===== src/rtl/pipelined_adder_if.sv =====
// Operand/result handshake bundle for pipelined_adder.
// The master side presents operands and consumes results; the adder is the slave.
interface pipelined_adder_if #(
    parameter int WIDTH = 16
);
    logic             in_valid;
    logic             in_ready;
    logic [WIDTH-1:0] A;
    logic [WIDTH-1:0] B;
    logic             cin;
    logic             sub;
    logic             out_valid;
    logic             out_ready;
    logic [WIDTH-1:0] sum;
    logic             carry;
    logic             overflow;

    modport master (
        output in_valid, A, B, cin, sub, out_ready,
        input  in_ready, out_valid, sum, carry, overflow
    );

    modport slave (
        input  in_valid, A, B, cin, sub, out_ready,
        output in_ready, out_valid, sum, carry, overflow
    );
endinterface


===== src/rtl/pipelined_adder.sv =====
// Carry-pipelined add/subtract: each stage adds one STAGE_W-bit chunk using the
// carry registered by the previous stage; a single enable stalls the whole pipe.
module pipelined_adder #(
    parameter int WIDTH   = 16,
    parameter int STAGE_W = 4
) (
    input logic             clk,
    input logic             rst,
    pipelined_adder_if.slave bus
);
    localparam int STAGES = WIDTH / STAGE_W;

    if (WIDTH % STAGE_W != 0) begin : g_bad_width
        $error("pipelined_adder: WIDTH must be a multiple of STAGE_W");
    end

    logic en;

    assign en           = !bus.out_valid || bus.out_ready;
    assign bus.in_ready = en;

    // Operands shrink by one chunk per stage while the result grows by one chunk.
    for (genvar i = 0; i < STAGES; i++) begin : g_stage
        localparam int RW = WIDTH - i * STAGE_W;
        localparam int SW = (i + 1) * STAGE_W;

        logic [RW-1:0]      a_in;
        logic [RW-1:0]      bx_in;
        logic               c_in;
        logic               v_in;
        logic [STAGE_W:0]   part;
        logic [SW-1:0]      s_next;
        logic [SW-1:0]      s_q;
        logic               c_q;
        logic               v_q;

        if (i == 0) begin : g_first
            assign a_in   = bus.A;
            assign bx_in  = bus.sub ? ~bus.B : bus.B;
            assign c_in   = bus.sub ? ~bus.cin : bus.cin;
            assign v_in   = bus.in_valid;
            assign s_next = part[STAGE_W-1:0];
        end else begin : g_next
            assign a_in   = g_stage[i-1].g_fwd.a_q;
            assign bx_in  = g_stage[i-1].g_fwd.bx_q;
            assign c_in   = g_stage[i-1].c_q;
            assign v_in   = g_stage[i-1].v_q;
            assign s_next = {part[STAGE_W-1:0], g_stage[i-1].s_q};
        end

        assign part = {1'b0, a_in[STAGE_W-1:0]} + {1'b0, bx_in[STAGE_W-1:0]}
                    + {{STAGE_W{1'b0}}, c_in};

        always_ff @(posedge clk) begin
            if (rst) begin
                s_q <= '0;
                c_q <= 1'b0;
                v_q <= 1'b0;
            end else if (en) begin
                s_q <= s_next;
                c_q <= part[STAGE_W];
                v_q <= v_in;
            end
        end

        if (i < STAGES - 1) begin : g_fwd
            logic [RW-STAGE_W-1:0] a_q;
            logic [RW-STAGE_W-1:0] bx_q;

            always_ff @(posedge clk) begin
                if (rst) begin
                    a_q  <= '0;
                    bx_q <= '0;
                end else if (en) begin
                    a_q  <= a_in[RW-1:STAGE_W];
                    bx_q <= bx_in[RW-1:STAGE_W];
                end
            end
        end else begin : g_last
            logic ovf_q;

            // Signed overflow: operands agree in sign but the result does not.
            always_ff @(posedge clk) begin
                if (rst) begin
                    ovf_q <= 1'b0;
                end else if (en) begin
                    ovf_q <= (a_in[RW-1] == bx_in[RW-1]) && (part[STAGE_W-1] != a_in[RW-1]);
                end
            end
        end
    end

    assign bus.sum       = g_stage[STAGES-1].s_q;
    assign bus.carry     = g_stage[STAGES-1].c_q;
    assign bus.overflow  = g_stage[STAGES-1].g_last.ovf_q;
    assign bus.out_valid = g_stage[STAGES-1].v_q;
endmodule


===== src/flat_wrapper.sv =====
// flat-port wrapper written by rule: the top's interface ports become plain ports
module pipelined_adder_flat 
#(
    parameter int WIDTH   = 16,
    parameter int STAGE_W = 4
)
  (clk, rst, bus_in_valid, bus_A, bus_B, bus_cin, bus_sub, bus_out_ready, bus_in_ready, bus_out_valid, bus_sum, bus_carry, bus_overflow);
  pipelined_adder_if #(.WIDTH(WIDTH)) bus_i ();
  input logic clk;
  input logic rst;
  input wire logic [$bits(bus_i.in_valid)-1:0] bus_in_valid;
  input wire logic [$bits(bus_i.A)-1:0] bus_A;
  input wire logic [$bits(bus_i.B)-1:0] bus_B;
  input wire logic [$bits(bus_i.cin)-1:0] bus_cin;
  input wire logic [$bits(bus_i.sub)-1:0] bus_sub;
  input wire logic [$bits(bus_i.out_ready)-1:0] bus_out_ready;
  output wire logic [$bits(bus_i.in_ready)-1:0] bus_in_ready;
  output wire logic [$bits(bus_i.out_valid)-1:0] bus_out_valid;
  output wire logic [$bits(bus_i.sum)-1:0] bus_sum;
  output wire logic [$bits(bus_i.carry)-1:0] bus_carry;
  output wire logic [$bits(bus_i.overflow)-1:0] bus_overflow;
  assign bus_i.in_valid = bus_in_valid;
  assign bus_i.A = bus_A;
  assign bus_i.B = bus_B;
  assign bus_i.cin = bus_cin;
  assign bus_i.sub = bus_sub;
  assign bus_i.out_ready = bus_out_ready;
  assign bus_in_ready = bus_i.in_ready;
  assign bus_out_valid = bus_i.out_valid;
  assign bus_sum = bus_i.sum;
  assign bus_carry = bus_i.carry;
  assign bus_overflow = bus_i.overflow;
  pipelined_adder #(.WIDTH(WIDTH), .STAGE_W(STAGE_W)) u_core (.clk(clk), .rst(rst), .bus(bus_i));
endmodule

===== config.mk =====
export PLATFORM = sky130hd
export DESIGN_NAME = pipelined_adder_flat
export DESIGN_NICKNAME = d
export VERILOG_FILES = /design/src/rtl/pipelined_adder_if.sv /design/src/rtl/pipelined_adder.sv /design/src/flat_wrapper.sv
export SDC_FILE = /design/constraint.sdc
export NUM_CORES = 1
export LEC_CHECK = 0
export BUFFER_PORTS_ARGS = -buffer_cell sky130_fd_sc_hd__buf_2
export CAP_MARGIN = 5
export CORE_AREA = 2 2 76 107
export CTS_BUF_LIST = sky130_fd_sc_hd__clkbuf_4 sky130_fd_sc_hd__clkbuf_8
export CTS_CLUSTER_SIZE = 40
export DETAILED_ROUTE_END_ITERATION = 12
export DIE_AREA = 0 0 78 109
export GPL_TIMING_DRIVEN = 0
export PLACE_DENSITY_LB_ADDON = 0.2
export SLEW_MARGIN = 10
export SYNTH_ARGS = -nofsm -noshare
export SYNTH_HDL_FRONTEND = slang
export SYNTH_SLANG_ARGS = --single-unit

===== constraint.sdc =====
create_clock -name clk -period 4.2 [get_ports clk]
set_input_delay 0.21 -clock clk [delete_from_list [all_inputs] [get_ports clk]]
set_output_delay 0.21 -clock clk [all_outputs]
set_load 0.02 [all_outputs]

After elaboration in Yosys (flattened, before gate mapping)

Cells that the tools add are included.

Memories kept: 0
Bits in latches: 0
Bits in registers: 97
Input bits: 38
Memory bits (writable): 0
Bits in read-only memories: 0

Divide/modulo/power cells: 0
Add/sub/neg operators: 8
Magnitude comparators: 0
Multipliers: 0
Shifts and indexed selects: 0
Mux-type cells: 2
Bitwise gates (word level): 2
Equal/unequal tests: 2
Reductions and logical operators: 3

Operator list:

| kind                 | count |
|---|---|
| adder 4 x 4 -> 5 bit | 4 |
| adder 5 x 1 -> 5 bit | 4 |
| two-way mux 16 bit   | 1 |
| inverter 16 bit      | 1 |
| == test 1 bit        | 1 |
| logical AND 1 bit    | 1 |
| zero test 1 bit      | 1 |
| logical OR 1 bit     | 1 |
| two-way mux 1 bit    | 1 |
| != test 1 bit        | 1 |
| inverter 1 bit       | 1 |

Depth between registers and ports, before layout

Gate-level depths: netlist of run 1.

Depth in word-level cells: 4
Mapped depth: 9

Least setup slack after synthesis of run 1

OpenSTA, ideal clock, no wires.

Path type: input-to-reg
Start point: input port bus_sub
End point: register u_core.g_stage[0].c_q
Required time: 4.066 ns
Cell stages on the path: 9
Arrival: 1.844 ns
Slack: 2.221 ns
Cell sequence: buf_4 > buf_4 > xnor2_1 > fa_1 > inv_1 > fa_1 > a21o_1 > a211oi_1 > a211oi_1

Longest elaborated chain between the ends: 3

Ends and longest elaborated chain:

| item                     | line                  | source |
|---|---|---|
| start: declaration       | flat_wrapper.sv:15    | `input wire logic [$bits(bus_i.sub)-1:0] bus_sub;` |
| two-way mux 16 bit       | pipelined_adder.sv:39 | `assign bx_in = bus.sub ? ~bus.B : bus.B;` |
| adder 4 x 4 -> 5 bit     | pipelined_adder.sv:51 | `assign part = {1'b0, a_in[STAGE_W-1:0]} + {1'b0, bx_in[STAGE_W-1:0]}` |
| adder 5 x 1 -> 5 bit (*) | pipelined_adder.sv:52 | `+ {{STAGE_W{1'b0}}, c_in};` |
| end signal: assignment   | pipelined_adder.sv:61 | `c_q <= part[STAGE_W];` |
| end: declaration         | pipelined_adder.sv:34 | `logic c_q;` |

Every way passes the cells marked *; elsewhere a longest branch is shown, timed or not.
A chain may end at the register's enable or synchronous reset.

Final worst setup path of run 1

Start point: register u_core.g_stage[2].g_fwd.bx_q[0]
End point: register u_core.g_stage[3].c_q, in the netlist u_core.bus.carry

Longest elaborated chain between the ends: 2

Ends and longest elaborated chain:

| item                     | line                  | source |
|---|---|---|
| start: declaration       | pipelined_adder.sv:68 | `logic [RW-STAGE_W-1:0] bx_q;` |
| start signal: assignment | pipelined_adder.sv:76 | `bx_q <= bx_in[RW-1:STAGE_W];` |
| adder 4 x 4 -> 5 bit     | pipelined_adder.sv:51 |  |
| adder 5 x 1 -> 5 bit     | pipelined_adder.sv:52 |  |
| end signal: assignment   | pipelined_adder.sv:61 |  |
| end: declaration         | pipelined_adder.sv:34 |  |

Every way passes these cells.

==> impl_metrics.sql, run 1 <==
INSERT INTO impl_metrics (metric_group, metric, value, unit) VALUES
('cts', 'cts_hold_buffers', '0', ''),
('logic_synthesis', 'post_synth_instance_area', '0.00407', 'mm2'),
('logic_synthesis', 'yosys.area_share.xor_xnor', '4.52', '%'),
('logic_synthesis', 'synth.ff_latch_count', '97', ''),
('worst_setup_path', 'reg2reg_setup_slack', '2210', 'ps'),
('logic_synthesis', 'synthDistinctLibCells', '29', ''),
('sta', 'rsz0062_at_grt', 'false', ''),
('worst_hold_path', 'min-delay-path-class', 'primary input to flop', ''),
('logic_synthesis', 'yosys.area_share.simple', '18.8', '%'),
('finish', 'n_antenna_cell', '0', ''),
('status', 'status', 'completed', ''),
('power_and_ir_drop', 'power', '1770', 'uW'),
('sta', 'hold_viol', '0', ''),
('finish', 'utilization', '60.9', '%'),
('logic_synthesis', 'synthesis.area_per_instance', '8.48', 'um2'),
('cts', 'clock_tree_from_tritoncts', 'yes', ''),
('worst_setup_path', 'timing.critical_path.arrival', '2230', 'ps'),
('finish', 'fin_nets', '604', ''),
('detailed_routing', 'drt_iter0_drc', '160', ''),
('worst_setup_path', 'critical_path.max_fanout', '2', ''),
('logic_synthesis', 'synth_enable_flop_cells', '0', ''),
('power_and_ir_drop', 'maximum_resistive_drop_on_vdd', '0.290', 'mV'),
('cts', 'post_cts.resized_instances', '0', ''),
('logic_synthesis', 'synth-adder-area-share', '7.62', '%'),
('detailed_routing', 'ant_nets', '0', ''),
('worst_setup_path', 'worstSetupPathType', 'flop to flop', ''),
('logic_synthesis', 'synth_nets', '538', ''),
('power_and_ir_drop', 'pwr_density_cell', '381', 'mW/mm2'),
('worst_hold_path', 'worst_min_delay_path_startpoint', 'bus_A[6]', ''),
('logic_synthesis', 'synthMuxAreaShare', '0', '%'),
('detailed_routing', 'drc', '0', ''),
('logic_synthesis', 'async_reset_ff_share', '0', '%'),
('global_routing', 'track_usage', '22.6', '%'),
('placement', 'buffer_ports.inserted', '55', ''),
('logic_synthesis', 'netlist_instances', '480', ''),
('worst_hold_path', 'whs_path_depth', '3', ''),
('finish', 'nFillCells', '721', ''),
('cts', 'clk_latency', '370', 'ps'),
('power_and_ir_drop', 'power.leakage', '0.00194', 'uW'),
('worst_hold_path', 'min_to', 'u_core.g_stage[0].g_fwd.a_q[2]$_SDFFE_PP0P_', ''),
('detailed_routing', 'top_signal_layer_used', 'met4', ''),
('floorplanning', 'pin_count', '58', ''),
('placement', 'dpl_worst_slack', '2080', 'ps'),
('cts', 'cts_setup_buffers', '0', ''),
('placement', 'finalWeightedCongestion', '0.896', ''),
('detailed_routing', 'routed_via_density', '5.19', ''),
('floorplanning', 'die_width', '78', 'um'),
('worst_setup_path', 'critPathRequiredTime', '4440', 'ps'),
('sta', 'finalClockSkew', '13.2', 'ps'),
('sta', 'max_slew.worst_pin.slew', '525', 'ps'),
('logic_synthesis', 'yosysSeqAreaShare', '47.7', '%'),
('worst_setup_path', 'critical_path.reg2reg.endpoint', 'u_core.bus.carry$_SDFFE_PP0P_', ''),
('floorplanning', 'standard_cell_core_area', '0.00761', 'mm2'),
('cts', 'clk_pin_slew', '90', 'ps'),
('floorplanning', 'effective_utilization_at_floorplan', '53.5', '%'),
('worst_setup_path', 'r2r_start', 'u_core.g_stage[2].g_fwd.bx_q[0]$_SDFFE_PP0P_', ''),
('sta', 'holdWs', '64.6', 'ps'),
('sta', 'finalMaxSlewViolations', '0', ''),
('logic_synthesis', 'yosys_most_used_dff', 'sky130_fd_sc_hd__dfxtp_1', ''),
('finish', 'layout-area-overhead-vs-synth', '13.9', '%'),
('detailed_routing', 'drtPass1Iterations', '4', ''),
('detailed_routing', 'avgRoutedWirePerCell', '14.1', 'um'),
('sta', 'timing.slew.headroom', '65.0', '%'),
('global_routing', 'grt_pass1_vias', '3068', ''),
('placement', 'dp.final_hpwl', '6.80', 'mm'),
('sta', 'finalWorstSetupSlack', '2210', 'ps'),
('detailed_routing', 'wl_met2', '4.70', 'mm'),
('finish', 'layout-drive-gt1-share', '15.5', '%'),
('cts', 'clock_buffers_created_by_tritoncts', '9', ''),
('floorplanning', 'die-height', '109', 'um'),
('cts', 'cts-root-buf', 'sky130_fd_sc_hd__clkbuf_8', '');
==> worst max-delay path by stage <==
stage | from | end | slack (ps)
floorplan | bus_sub | u_core.g_stage[0].c_q$_SDFFE_PP0P_ | 2220
global placement | bus_sub | u_core.g_stage[0].c_q$_SDFFE_PP0P_ | 2110
detailed placement | bus_sub | u_core.g_stage[0].c_q$_SDFFE_PP0P_ | 2080
CTS | u_core.g_stage[2].g_fwd.bx_q[0]$_SDFFE_PP0P_ | u_core.bus.carry$_SDFFE_PP0P_ | 2230
global route | u_core.g_stage[2].g_fwd.bx_q[0]$_SDFFE_PP0P_ | u_core.bus.carry$_SDFFE_PP0P_ | 2130
finish | u_core.g_stage[2].g_fwd.bx_q[0]$_SDFFE_PP0P_ | u_core.bus.carry$_SDFFE_PP0P_ | 2210
==> metal layers <==
metal,vias to the layer above,global-route usage [%]
li1,1718,-
met1,1570,25.4
met2,56,40.3
met3,22,4.14
met4,0,12.4
met5,-,0
==> critical path, stage by stage (launching register included) <==
cell,delay (ps)
sky130_fd_sc_hd__dfxtp_1,350
sky130_fd_sc_hd__fa_1,480
sky130_fd_sc_hd__fa_1,430
sky130_fd_sc_hd__a21o_1,220
sky130_fd_sc_hd__a211oi_1,290
sky130_fd_sc_hd__nor3_1,80
==> cell type report <==
cell class                      count  area, um2  share of cell area (%)
Inverter                           11       41.3                   0.891
Tap cell                          100        125                    2.70
Clock buffer                       11        145                    3.13
Sequential cell                    97       1940                    41.9
Clock inverter                      3       18.8                   0.405
Buffer                             35        160                    3.46
Timing Repair Buffer               55        275                    5.94
Multi-Input combinational cell    337       1930                    41.6
==> report_power, final <==
group	leakage [uW]	switching, uW	internal [uW]
clock	0.0000884	306	231
sequential	0.000797	36.3	980
combinational	0.00105	119	95.1
==> cell usage in the layout (no fill, tap or decap) <==
cell                       synthesis  layout
sky130_fd_sc_hd__nand2b_1          1       1
sky130_fd_sc_hd__dfxtp_1          97      97
sky130_fd_sc_hd__nand3b_1         10      10
sky130_fd_sc_hd__nor2_1           25      25
sky130_fd_sc_hd__clkbuf_4          0       1
sky130_fd_sc_hd__nand3_1           1       1
sky130_fd_sc_hd__nor3_1            1       1
sky130_fd_sc_hd__fa_1              8       8
sky130_fd_sc_hd__nor2b_1           2       2
sky130_fd_sc_hd__a21o_1            3       3
sky130_fd_sc_hd__o211ai_1          4       4
sky130_fd_sc_hd__nand2_1         141     141
sky130_fd_sc_hd__inv_2             1       1
sky130_fd_sc_hd__clkinv_4          0       1
sky130_fd_sc_hd__ha_1             12      12
sky130_fd_sc_hd__xnor2_1          16      16
sky130_fd_sc_hd__xor2_1            5       5
sky130_fd_sc_hd__or2_2             1       1
sky130_fd_sc_hd__or4b_1            1       1
sky130_fd_sc_hd__a21oi_1          73      73
sky130_fd_sc_hd__or3_1             1       1
sky130_fd_sc_hd__clkinv_2          0       2
sky130_fd_sc_hd__clkbuf_8          0      10
sky130_fd_sc_hd__inv_1            10      10
sky130_fd_sc_hd__o211ai_2          1       1
sky130_fd_sc_hd__clkbuf_1         23      23
sky130_fd_sc_hd__buf_2             8      63
sky130_fd_sc_hd__buf_4             3       3
sky130_fd_sc_hd__a211oi_1         23      23
sky130_fd_sc_hd__o21ai_0           2       2
sky130_fd_sc_hd__nor2b_4           1       1
sky130_fd_sc_hd__a2111o_1          5       5
sky130_fd_sc_hd__buf_6             1       1
==> stage by stage <==
step	cell area, um2	cells
floorplan	4070	480
global placement	4470	635
detailed placement	4470	635
CTS	4630	649
global route	4630	649
finish	4630	649
==> logic make-up after synthesis <==
family,after synthesis
xor+xnor,21
fa+ha+maj,20
buf+inv,46
compound gates,111
flops,97
simple gates,185
==> cell usage after synthesis (2+ instances only) <==
cell | instances | area (um2)
sky130_fd_sc_hd__o211ai_1 | 4 | 30.0
sky130_fd_sc_hd__a211oi_1 | 23 | 173
sky130_fd_sc_hd__xnor2_1 | 16 | 140
sky130_fd_sc_hd__a2111o_1 | 5 | 56.3
sky130_fd_sc_hd__o21ai_0 | 2 | 10.0
sky130_fd_sc_hd__nand3b_1 | 10 | 75.1
sky130_fd_sc_hd__buf_2 | 8 | 40.0
sky130_fd_sc_hd__dfxtp_1 | 97 | 1940
sky130_fd_sc_hd__inv_1 | 10 | 37.5
sky130_fd_sc_hd__nor2_1 | 25 | 93.8
sky130_fd_sc_hd__a21oi_1 | 73 | 365
sky130_fd_sc_hd__clkbuf_1 | 23 | 86.3
sky130_fd_sc_hd__nand2_1 | 141 | 529
sky130_fd_sc_hd__buf_4 | 3 | 22.5
sky130_fd_sc_hd__ha_1 | 12 | 150
sky130_fd_sc_hd__a21o_1 | 3 | 22.5
sky130_fd_sc_hd__fa_1 | 8 | 160
sky130_fd_sc_hd__xor2_1 | 5 | 43.8
sky130_fd_sc_hd__nor2b_1 | 2 | 12.5
==> sequential cells by signal, indices dropped and copies added, names as in the netlist <==
signal and flops:
u_core.g_stage.g_fwd.a_q 24, u_core.bus.out_valid 1, u_core.bus.sum 16, u_core.bus.carry 1
u_core.bus.overflow 1, u_core.g_stage.v_q 3, u_core.g_stage.c_q 3, u_core.g_stage.s_q 24
u_core.g_stage.g_fwd.bx_q 24
Power figures use the tool's default switching activity.
==> run 2, diff against run 1 <==
Settings changed: CORE_AREA 2 2 76 107 to 2 2 78 109, DIE_AREA 0 0 78 109 to 0 0 80 111.
Clock period 4.2 ns to 1.7 ns, I/O delays scaled along.
==> run 2 against run 1 <==
Net effect: the run now ends with setup timing left; sequential power grew 150%; worst setup slack got worse by 2300 ps; critical endpoint unchanged; register-to-register slack got worse by 2300 ps; via count rose by 2.8%; critical path type unchanged; sequential share of layout area shrank 2.0 points; clock skew fell by 5.9 ps; highest routed layer unchanged; first-iteration DRC count down 12%; largest cell class is now multi-input gates; cell count increased by 2.9%; clock-buffer cell count fell by 2; die area up 4.4%.
==> impl_metrics.sql, run 2 (synthesis results as in run 1) <==
INSERT INTO impl_metrics (metric_group, metric, value, unit) VALUES
('cts', 'clock_tree_from_tritoncts', 'yes', ''),
('worst_setup_path', 'crit_path_end', 'u_core.bus.carry$_SDFFE_PP0P_', ''),
('detailed_routing', 'drtPass1Iterations', '4', ''),
('global_routing', 'antenna_found_initial', '0', ''),
('status', 'status', 'finished with violations', ''),
('worst_hold_path', 'min-delay-path-class', 'primary input to flop', ''),
('global_routing', 'grt_pass1_vias', '3425', ''),
('worst_setup_path', 'critPathRequiredTime', '1940', 'ps'),
('sta', 'period_needed', '1740', 'ps'),
('worst_setup_path', 'slowest_stage_cell_on_the_critical_path', 'sky130_fd_sc_hd__fa_2', ''),
('job', 'cap_viol_max_count', '0', ''),
('power_and_ir_drop', 'power.leakage', '0.00202', 'uW'),
('floorplanning', 'design.die.area', '0.00888', 'mm2'),
('sta', 'finalMaxSlewViolations', '0', ''),
('worst_setup_path', 'series_of_cell_instances_along_the_critical_path', 'fa_2 > fa_2 > a21o_1 > a211oi_2 > nor3_1', ''),
('worst_setup_path', 'worstSetupPathType', 'flop to flop', ''),
('worst_setup_path', 'timing.critical_path.arrival', '1980', 'ps'),
('detailed_routing', 'ant_nets', '0', ''),
('placement', 'buffer_ports.inserted', '55', ''),
('detailed_routing', 'drc', '0', ''),
('floorplanning', 'die_width', '80', 'um'),
('global_routing', 'grt_pass1_wl', '15.8', 'mm'),
('worst_setup_path', 'endpoint_kind', 'flop', ''),
('finish', 'final_cell_mix', 'sky130_fd_sc_hd__nand2_1, sky130_fd_sc_hd__dfxtp_1, sky130_fd_sc_hd__a21oi_1, sky130_fd_sc_hd__buf_2, sky130_fd_sc_hd__nor2_1', ''),
('power_and_ir_drop', 'pwr_density_cell', '938', 'mW/mm2'),
('cts', 'clock_buffers_created_by_tritoncts', '9', ''),
('worst_setup_path', 'critical_path.max_fanout', '2', ''),
('worst_setup_path', 'critical-path-max-stage-delay', '400', 'ps'),
('placement', 'dp.final_hpwl', '6.97', 'mm'),
('sta', 'report.final.setup_viol', '1', ''),
('cts', 'clk_latency', '370', 'ps'),
('cts', 'cts_htree_levels', '3', ''),
('floorplanning', 'die-height', '111', 'um'),
('global_routing', 'track_usage', '23.2', '%'),
('sta', 'finalClockSkew', '7.24', 'ps'),
('worst_setup_path', 'critical_path.reg2reg.endpoint', 'u_core.bus.carry$_SDFFE_PP0P_', ''),
('finish', 'layout-drive-gt1-share', '17.0', '%'),
('cts', 'clk_pin_slew', '90', 'ps'),
('detailed_routing', 'route.vias.total', '3460', ''),
('sta', 'rsz0062_at_grt', 'true', ''),
('sta', 'finalWorstSetupSlack', '-40.4', 'ps'),
('floorplanning', 'effective_utilization_at_floorplan', '50.9', '%'),
('finish', 'utilization', '60.8', '%'),
('finish', 'n_antenna_cell', '0', ''),
('floorplanning', 'pin_count', '58', ''),
('worst_setup_path', 'critPathTopFamily', 'adder cells', ''),
('floorplanning', 'fp_rows', '39', ''),
('placement', 'cell_area_reported_after_detailed_placement', '0.00450', 'mm2'),
('floorplanning', 'standard_cell_core_area', '0.00800', 'mm2'),
('cts', 'cts-root-buf', 'sky130_fd_sc_hd__clkbuf_8', ''),
('worst_setup_path', 'worst_r2r_path_depth', '5', ''),
('finish', 'layout-area-overhead-vs-synth', '19.6', '%'),
('worst_setup_path', 'critical_path.n_buffers_inverters', '0', ''),
('finish', 'mostFrequentLayoutCell', 'sky130_fd_sc_hd__nand2_1', ''),
('placement', 'finalWeightedCongestion', '0.887', ''),
('cts', 'clock_sink_count', '97', ''),
('sta', 'max_slew.worst_pin.slew', '508', 'ps'),
('sta', 'hold_viol', '0', ''),
('detailed_routing', 'routed_via_density', '5.18', ''),
('power_and_ir_drop', 'maximum_resistive_drop_on_vdd', '0.577', 'mV'),
('worst_setup_path', 'crit_path_start_kind', 'flop', ''),
('detailed_routing', 'avgRoutedWirePerCell', '14.2', 'um'),
('status', 'violations_in_the_final_reports', 'setup timing', ''),
('sta', 'achievable-frequency', '575', 'MHz'),
('finish', 'fin_nets', '619', ''),
('cts', 'clk_path_buf_depth', '2', ''),
('finish', 'largest_registers', 'u_core.g_stage.g_fwd.a_q (24), u_core.g_stage.g_fwd.bx_q (24), u_core.g_stage.s_q (24)', ''),
('worst_setup_path', 'r2r_start', 'u_core.g_stage[2].g_fwd.bx_q[0]$_SDFFE_PP0P_', ''),
('worst_setup_path', 'reg2reg_setup_slack', '-40', 'ps'),
('sta', 'timing.final.crit_share', '102', '%'),
('cts', 'cts_setup_buffers', '0', ''),
('worst_setup_path', 'launching_instance_or_port_of_the_critical_path', 'u_core.g_stage[2].g_fwd.bx_q[0]$_SDFFE_PP0P_', ''),
('detailed_routing', 'drt-total-wl', '9.49', 'mm'),
('power_and_ir_drop', 'power', '4560', 'uW'),
('global_routing', 'grt_remaining_overflow', '0', ''),
('finish', 'design_area', '0.00487', 'mm2'),
('worst_setup_path', 'timing.critical_path.depth', '5', ''),
('sta', 'timing.slew.headroom', '66.1', '%'),
('global_routing', 'grt_start_max_net_pins', '20', ''),
('detailed_routing', 'drt_iter0_drc', '141', ''),
('worst_setup_path', 'critical-path-top-cell-by-count', 'sky130_fd_sc_hd__fa_2', '');
-- run 2: changes by cell type in the layout (fill, tap and decap cells not counted), moves of 2 or more --
| cell | before | now |
|---|---|---|
| sky130_fd_sc_hd__clkinvlp_4 | 0 | 3 |
| sky130_fd_sc_hd__fa_1 | 8 | 2 |
| sky130_fd_sc_hd__dlygate4sd3_1 | 0 | 16 |
| sky130_fd_sc_hd__fa_2 | 0 | 6 |
| sky130_fd_sc_hd__xnor2_1 | 16 | 14 |
| sky130_fd_sc_hd__buf_2 | 63 | 61 |
| sky130_fd_sc_hd__xnor2_2 | 0 | 2 |
-- run 2: stage by stage --
stage                     cells  hold WS [ps]  setup TNS, ps  worst slack, ps
after floorplan             480           225          -24.4            -24.4
after global placement      637           331           -333             -167
after detailed placement    637           335           -497             -200
after CTS                   668          4.84          -44.4            -44.4
after global routing        668          29.8           -103            -99.2
final                       668          11.9          -40.4            -40.4
-- run 2: worst register-to-register path, stage by stage, from the launching register on --
cell,delay [ps]
sky130_fd_sc_hd__dfxtp_2,350
sky130_fd_sc_hd__fa_2,400
sky130_fd_sc_hd__fa_2,360
sky130_fd_sc_hd__a21o_1,210
sky130_fd_sc_hd__a211oi_2,200
sky130_fd_sc_hd__nor3_1,90
-- run 2: cell type report --
class	instances	area, um2
flip-flops and latches	97	1940
plain buffers	34	161
clock buffers	9	124
fillers	756	3140
well taps	102	128
inverters	11	41.3
multi-input cells	337	1960
repair buffers	71	435
clock inverters	7	71.3
-- run 2: worst min-delay path by stage --
stage                     startpoint                                       endpoint  slack, ps  cells past startpoint
after global placement      bus_A[5]    u_core.g_stage[0].g_fwd.a_q[1]$_SDFFE_PP0P_        330                      3
after CTS                  bus_B[11]   u_core.g_stage[0].g_fwd.bx_q[7]$_SDFFE_PP0P_          5                      3
after detailed placement    bus_A[6]    u_core.g_stage[0].g_fwd.a_q[2]$_SDFFE_PP0P_        330                      3
final                      bus_B[11]   u_core.g_stage[0].g_fwd.bx_q[7]$_SDFFE_PP0P_         10                      3
after global routing       bus_B[15]  u_core.g_stage[0].g_fwd.bx_q[11]$_SDFFE_PP0P_         30                      3
after floorplan             bus_A[4]    u_core.g_stage[0].g_fwd.a_q[0]$_SDFFE_PP0P_        230                      2
-- run 2: power breakdown --
part	leakage [uW]	internal, uW	switching, uW
sequential	0.000798	2420	90.2
clock	0.0000912	676	802
combinational	0.00113	268	305
total	0.00202	3370	1200
-- run 2: timing repair --
action | CTS | global route
endpoints found under the setup margin | 4 | 5
endpoints found under the hold margin | 16 | 0
hold buffers | 16 | 0
pin swaps | 1 | 0
resized for setup | 4 | 2
-- run 2: per-layer routing --
layer	vias up	global-route usage (%)	share of wire [%]
met1	1601	25.4	38
met5	-	0	0
met3	24	4.72	4.4
li1	1753	-	-
met2	82	40.9	53
met4	0	12.1	4.1
